File: config.mk
export PLATFORM = sky130hd
export DESIGN_NAME = router_terminal_port
export DESIGN_NICKNAME = d
export VERILOG_FILES = /design/src/rtl/router_terminal_port.sv
export SDC_FILE = /design/constraint.sdc
export NUM_CORES = 1
export LEC_CHECK = 0
export ABC_CLOCK_PERIOD_IN_PS = 5300
export CORE_ASPECT_RATIO = 0.9
export CORE_MARGIN = 1
export CORE_UTILIZATION = 45
export DETAILED_ROUTE_END_ITERATION = 8
export GPL_ROUTABILITY_DRIVEN = 0
export PLACE_DENSITY = 0.68
export SLEW_MARGIN = 20
export SYNTH_ARGS = -nofsm -noshare
export SYNTH_HDL_FRONTEND = slang
export SYNTH_HIERARCHICAL = 1
export SYNTH_SLANG_ARGS = --single-unit
File: constraint.sdc
create_clock -name clk -period 5.3 [get_ports clk]
set_input_delay 1.325 -clock clk [delete_from_list [all_inputs] [get_ports clk]]
set_output_delay 1.325 -clock clk [all_outputs]
set_load 0.01 [all_outputs]
File: src/rtl/router_terminal_port.sv
// router_terminal_port: terminal-side endpoint for one router port.
//   TX path: host packets (tx_data/tx_valid/tx_ready) are buffered and offered
//            to the router as a show-ahead head (pndng_i_in/data_out_i_in/popin).
//   RX path: router pushes (push/data_out) are filtered on destination ID
//            (MY_ID or BROADCAST) and buffered for the host (rx_data/rx_valid/rx_ready).
//   Error counters (saturating): misroute_cnt, overflow_cnt, underflow_cnt.
//   Packet layout: [PCKG_SZ-1 -: 8] destination ID, remaining bits payload.
// Every output is driven from registered state only.

// router_terminal_port_fifo: show-ahead FIFO with a registered head.
//   clk_i/rst_ni   clock, async active-low reset
//   wr_i/wdata_i   write request (ignored when full)
//   rd_i           pop request (ignored when empty)
//   full_o/empty_o status from registered pointers
//   head_o         registered head; keeps its last value while empty
module router_terminal_port_fifo #(
  parameter int WIDTH = 16,
  parameter int DEPTH = 16
) (
  input  logic             clk_i,
  input  logic             rst_ni,
  input  logic             wr_i,
  input  logic [WIDTH-1:0] wdata_i,
  input  logic             rd_i,
  output logic             full_o,
  output logic             empty_o,
  output logic [WIDTH-1:0] head_o
);
  localparam int AW = $clog2(DEPTH);
  typedef logic [AW:0] ptr_t;

  logic [WIDTH-1:0] mem_q [DEPTH];
  ptr_t             wptr_q, wptr_d;
  ptr_t             rptr_q, rptr_d;
  logic [WIDTH-1:0] head_q, head_d;
  logic             wr_en, rd_en;

  assign empty_o = (wptr_q == rptr_q);
  assign full_o  = (wptr_q[AW] != rptr_q[AW]) && (wptr_q[AW-1:0] == rptr_q[AW-1:0]);
  assign wr_en   = wr_i && !full_o;
  assign rd_en   = rd_i && !empty_o;
  assign head_o  = head_q;

  always_comb begin
    wptr_d = wptr_q + (wr_en ? ptr_t'(1) : ptr_t'(0));
    rptr_d = rptr_q + (rd_en ? ptr_t'(1) : ptr_t'(0));
    head_d = head_q;
    if (wptr_d != rptr_d) begin
      // The incoming word becomes the head when it lands in the slot the
      // read pointer will point at (FIFO empty, or last entry popped now).
      if (wr_en && (wptr_q[AW-1:0] == rptr_d[AW-1:0])) head_d = wdata_i;
      else                                              head_d = mem_q[rptr_d[AW-1:0]];
    end
  end

  always_ff @(posedge clk_i or negedge rst_ni) begin
    if (!rst_ni) begin
      wptr_q <= '0;
      rptr_q <= '0;
      head_q <= '0;
    end else begin
      wptr_q <= wptr_d;
      rptr_q <= rptr_d;
      head_q <= head_d;
    end
  end

  // Storage needs no reset: contents are only visible through head_q.
  always_ff @(posedge clk_i) begin
    if (wr_en) mem_q[wptr_q[AW-1:0]] <= wdata_i;
  end
endmodule

module router_terminal_port #(
  parameter int         PCKG_SZ    = 16,
  parameter int         FIFO_DEPTH = 16,
  parameter logic [7:0] MY_ID      = 8'h00,
  parameter logic [7:0] BROADCAST  = 8'hFF,
  parameter int         CNT_W      = 16
) (
  input  logic               clk,
  input  logic               reset,
  input  logic [PCKG_SZ-1:0] tx_data,
  input  logic               tx_valid,
  output logic               tx_ready,
  output logic               pndng_i_in,
  output logic [PCKG_SZ-1:0] data_out_i_in,
  input  logic               popin,
  input  logic               push,
  input  logic [PCKG_SZ-1:0] data_out,
  output logic [PCKG_SZ-1:0] rx_data,
  output logic               rx_valid,
  input  logic               rx_ready,
  output logic [CNT_W-1:0]   misroute_cnt,
  output logic [CNT_W-1:0]   overflow_cnt,
  output logic [CNT_W-1:0]   underflow_cnt
);
  logic       tx_full, tx_empty;
  logic       rx_full, rx_empty;
  logic [7:0] rx_id;
  logic       rx_acc;
  logic [CNT_W-1:0] misroute_q, overflow_q, underflow_q;

  router_terminal_port_fifo #(.WIDTH(PCKG_SZ), .DEPTH(FIFO_DEPTH)) u_tx_fifo (
    .clk_i   (clk),
    .rst_ni  (reset),
    .wr_i    (tx_valid),
    .wdata_i (tx_data),
    .rd_i    (popin),
    .full_o  (tx_full),
    .empty_o (tx_empty),
    .head_o  (data_out_i_in)
  );

  assign rx_id  = data_out[PCKG_SZ-1 -: 8];
  assign rx_acc = (rx_id == MY_ID) || (rx_id == BROADCAST);

  router_terminal_port_fifo #(.WIDTH(PCKG_SZ), .DEPTH(FIFO_DEPTH)) u_rx_fifo (
    .clk_i   (clk),
    .rst_ni  (reset),
    .wr_i    (push && rx_acc),
    .wdata_i (data_out),
    .rd_i    (rx_ready),
    .full_o  (rx_full),
    .empty_o (rx_empty),
    .head_o  (rx_data)
  );

  assign tx_ready   = !tx_full;
  assign pndng_i_in = !tx_empty;
  assign rx_valid   = !rx_empty;

  // Counters stick at all-ones; only reset clears them.
  always_ff @(posedge clk or negedge reset) begin
    if (!reset) begin
      misroute_q  <= '0;
      overflow_q  <= '0;
      underflow_q <= '0;
    end else begin
      if (push && !rx_acc && (misroute_q != {CNT_W{1'b1}}))
        misroute_q <= misroute_q + CNT_W'(1);
      if (push && rx_acc && rx_full && (overflow_q != {CNT_W{1'b1}}))
        overflow_q <= overflow_q + CNT_W'(1);
      if (popin && tx_empty && (underflow_q != {CNT_W{1'b1}}))
        underflow_q <= underflow_q + CNT_W'(1);
    end
  end

  assign misroute_cnt  = misroute_q;
  assign overflow_cnt  = overflow_q;
  assign underflow_cnt = underflow_q;
endmodule

==> results.sh <==
export IMPL_nets=1660
export IMPL_min_from="overflow_cnt[7]"
export IMPL_synthesis_area_mm2=0.0247
export IMPL_power_frac_seq_pct=37.1
export IMPL_diodes=0
export IMPL_p_sw_share_pct=33.1
export IMPL_cp_slowest_cell="clkdlybuf4s50_1"
export IMPL_yosysMostFrequentCell="edfxtp_1"
export IMPL_share_comb_of_total_power_pct=36.5
export IMPL_synthCells=1437
export IMPL_clockRootBuffer="clkbuf_16"
export IMPL_yosys_area_top_type="edfxtp_1"
export IMPL_drt_first_pass_iters=5
export IMPL_grt_first_pass_wirelength_um=85300
export IMPL_fillerInstances=4194
export IMPL_slew_violations=0
export IMPL_r2r_start="u_rx_fifo/wptr_q[3]"
export IMPL_min_to="overflow_cnt[7]"
export IMPL_grt_pass1_vias=13509
export IMPL_clkPwrFrac_pct=26.4
export IMPL_hpwl_um=33100
export IMPL_rows=81
export IMPL_multi_input_area_mm2=0.00664
export IMPL_synthTopCellsByCount="edfxtp_1, nand2_1, mux4_2"
export IMPL_track_usage_pct=20.5
export IMPL_fin_crit_ns=4.27
export IMPL_hold_viol_final=0
export IMPL_num_io_pins=121
export IMPL_skew_ns=0.0308
export IMPL_num_vias=13608
export IMPL_drt_iter0_drc=1237
export IMPL_ff_latch_area_mm2=0.0179
export IMPL_syn_to_final_growth_pct=17.9
export IMPL_synth_top_area_share_pct=62.1
export IMPL_endpoint_kind="flop"
export IMPL_gr_total_overflow=0
export IMPL_ant_nets=0
export IMPL_status="completed"
export IMPL_synthesis_area_per_instance_um2=17.2
export IMPL_die_w_um=249
export IMPL_antenna_found_initial=4
export IMPL_synth_ff_type="edfxtp_1"
export IMPL_final_setup_tns_ns=0
export IMPL_clock_sinks=612
export IMPL_peakVddDrop_uv=441
export IMPL_p_sw_mw=5.43
export IMPL_drcViolationCount=0
export IMPL_slew_headroom_pct=36.7
export IMPL_regToRegEndpoint="u_rx_fifo/head_o[13]"
export IMPL_cts_inserted_buffers=59
export IMPL_p_leak_nw=9.90
export IMPL_worstPathRequired_ns=5.79
export IMPL_synth_cell_types=53
export IMPL_core_mm2=0.0543
export IMPL_holdWs_ns=0.488
export IMPL_start_kind="input port"
export IMPL_async_reset_ff_share_pct=16.3
export IMPL_hp_class="reg2reg"
export IMPL_p_int_mw=11.0
export IMPL_max_cap_violations=0
export IMPL_rsz0062_at_grt="no"
export IMPL_crit_path_max_fanout=32
export IMPL_tightest_slew_ns=0.949
export IMPL_power_density_mw_per_mm2=562
export IMPL_die_h_um=224
export IMPL_synth_edf_count=512
export IMPL_worstSetupPathType="in2reg"
export IMPL_reg2reg_depth=11
export IMPL_post_cts_buffers=0
export IMPL_yosysSeqAreaShare_pct=72.2
export IMPL_cp_slowest_stage_delay_ns=0.62
export IMPL_holdBufCountCts=0
export IMPL_worstHoldPathCells=1
export IMPL_fmax_ghz=0.234
export IMPL_cts_resized=0
export IMPL_h_tree_depth=2
export IMPL_finalSetupViolCount=0
export IMPL_ys_ff_latch=612
export IMPL_die_area_mm2=0.0559
export IMPL_synth_area_leaders="edfxtp_1, mux4_2, dfrtp_1"
export IMPL_clkLatencyLatePin_ns=0.63
export IMPL_r2r_setup_slack_ns=1.05
export IMPL_viasPerCell=5.75
export IMPL_clockBufferDepth=3
export IMPL_wl_per_cell_um=23.8
export IMPL_cts_tree="done"
export IMPL_grt_max_degree=67
export IMPL_wl_um=56300
export IMPL_path_clk_slew_ns=0.06
export IMPL_ys_warn_count=6
export IMPL_finalCritPeriodShare_pct=80.6
export IMPL_p_total_mw=16.4
export IMPL_drive_gt1_share_pct=20.6
export IMPL_critPathArrivalTime_ns=4.76
export IMPL_start_util_pct=45.6
export IMPL_path_cells="clkdlybuf4s50_1 > or4_4 > nor2_4 > o21a_1 > o21ai_2 > inv_1 > ha_1 > ha_1 > nand3_1 > xnor2_1 > xor2_1 > or4_1 > buf_4 > nor2_1 > a31oi_1"
export IMPL_io_buffers=120
export IMPL_crit_path_frequent_cell="ha_1"
export IMPL_synthesis_nets=1486
[flip-flops by register name (all words and copies together), names as in the netlist]
name / flops
u_rx_fifo/mem_q: 256
u_tx_fifo/mem_q: 256
misroute_cnt: 16
overflow_cnt: 16
u_rx_fifo/head_o: 16
u_tx_fifo/head_o: 16
underflow_cnt: 16
u_rx_fifo/rptr_q: 5
u_rx_fifo/wptr_q: 5
u_tx_fifo/rptr_q: 5
u_tx_fifo/wptr_q: 5
[layout make-up]
type	count	share of cell area, %
Clock buffer	80	5.51
Clock inverter	32	1.38
Inverter	15	0.193
Multi-Input combinational cell	739	22.8
Sequential cell	612	61.3
Tap cell	705	3.02
Timing Repair Buffer	184	5.84
[worst max-delay path, delay by kind of cell]
family	cells	cell delay, ns
compound gates	3	0.28
xor+xnor	2	0.37
fa+ha+maj	2	0.36
buf+inv	3	0.95
simple gates	5	1.46
[through the flow]
stage	area [um2]	instances	setup WS (ns)	util (%)
finish	29200	2367	1.03	53.7
global route	29200	2367	0.786	53.7
CTS	29200	2367	1.06	53.7
detailed placement	27200	2255	0.464	50.0
global placement	27200	2255	0.551	50.0
floorplan	24800	1437	0.764	-
[layout by cell type (no fill, tap or decap), types with 14 or more instances in the layout]
cell type / instances
clkbuf_16: 60
nor2_1: 58
clkdlybuf4s50_1: 119
nor3_2: 14
nand2_1: 187
nand4_1: 19
buf_4: 63
a31oi_1: 32
xnor2_1: 42
xor2_1: 32
clkbuf_1: 17
mux4_2: 128
edfxtp_1: 512
nand3_1: 118
dfrtp_1: 100
[per-layer routing]
| metal | track usage (%) | part of all wire [%] |
|---|---|---|
| met3 | 4.72 | 8.8 |
| met4 | 6.87 | 2.6 |
| met5 | 0 | 0.082 |
| met1 | 29.3 | 43 |
| met2 | 31.1 | 46 |
[power by group through the flow]
stage	sequential, mW	combinational (mW)	clock, mW
floorplan	6.10	4.13	0
CTS	6.08	6.03	4.41
global route	6.13	6.45	4.59
finish	6.08	5.98	4.33
detailed placement	6.17	6.00	0
global placement	6.15	5.91	0
[logic make-up after synthesis]
| kind of cell | Yosys count | synth area share (%) |
|---|---|---|
| AO/OA/AOI/OAI | 42 | 1.22 |
| XOR/XNOR | 78 | 2.97 |
| adder cells (fa/ha/maj) | 11 | 0.556 |
| buffers and inverters | 86 | 1.71 |
| flip-flops | 612 | 72.2 |
| multiplexers | 136 | 12.0 |
| AND/OR/NAND/NOR | 472 | 9.29 |
[how the worst max path moves through the flow]
stage / start / to / cells after the start
floorplan: data_out[12] / u_rx_fifo/mem_q[12][0] / 6
CTS: u_rx_fifo/wptr_q[3] / u_rx_fifo/head_o[13] / 11
global placement: data_out[9] / u_rx_fifo/head_o[9] / 15
finish: data_out[9] / u_rx_fifo/head_o[13] / 15
global route: data_out[9] / u_rx_fifo/head_o[13] / 15
detailed placement: data_out[9] / u_rx_fifo/head_o[1] / 15
Power figures use the tool's default switching activity.
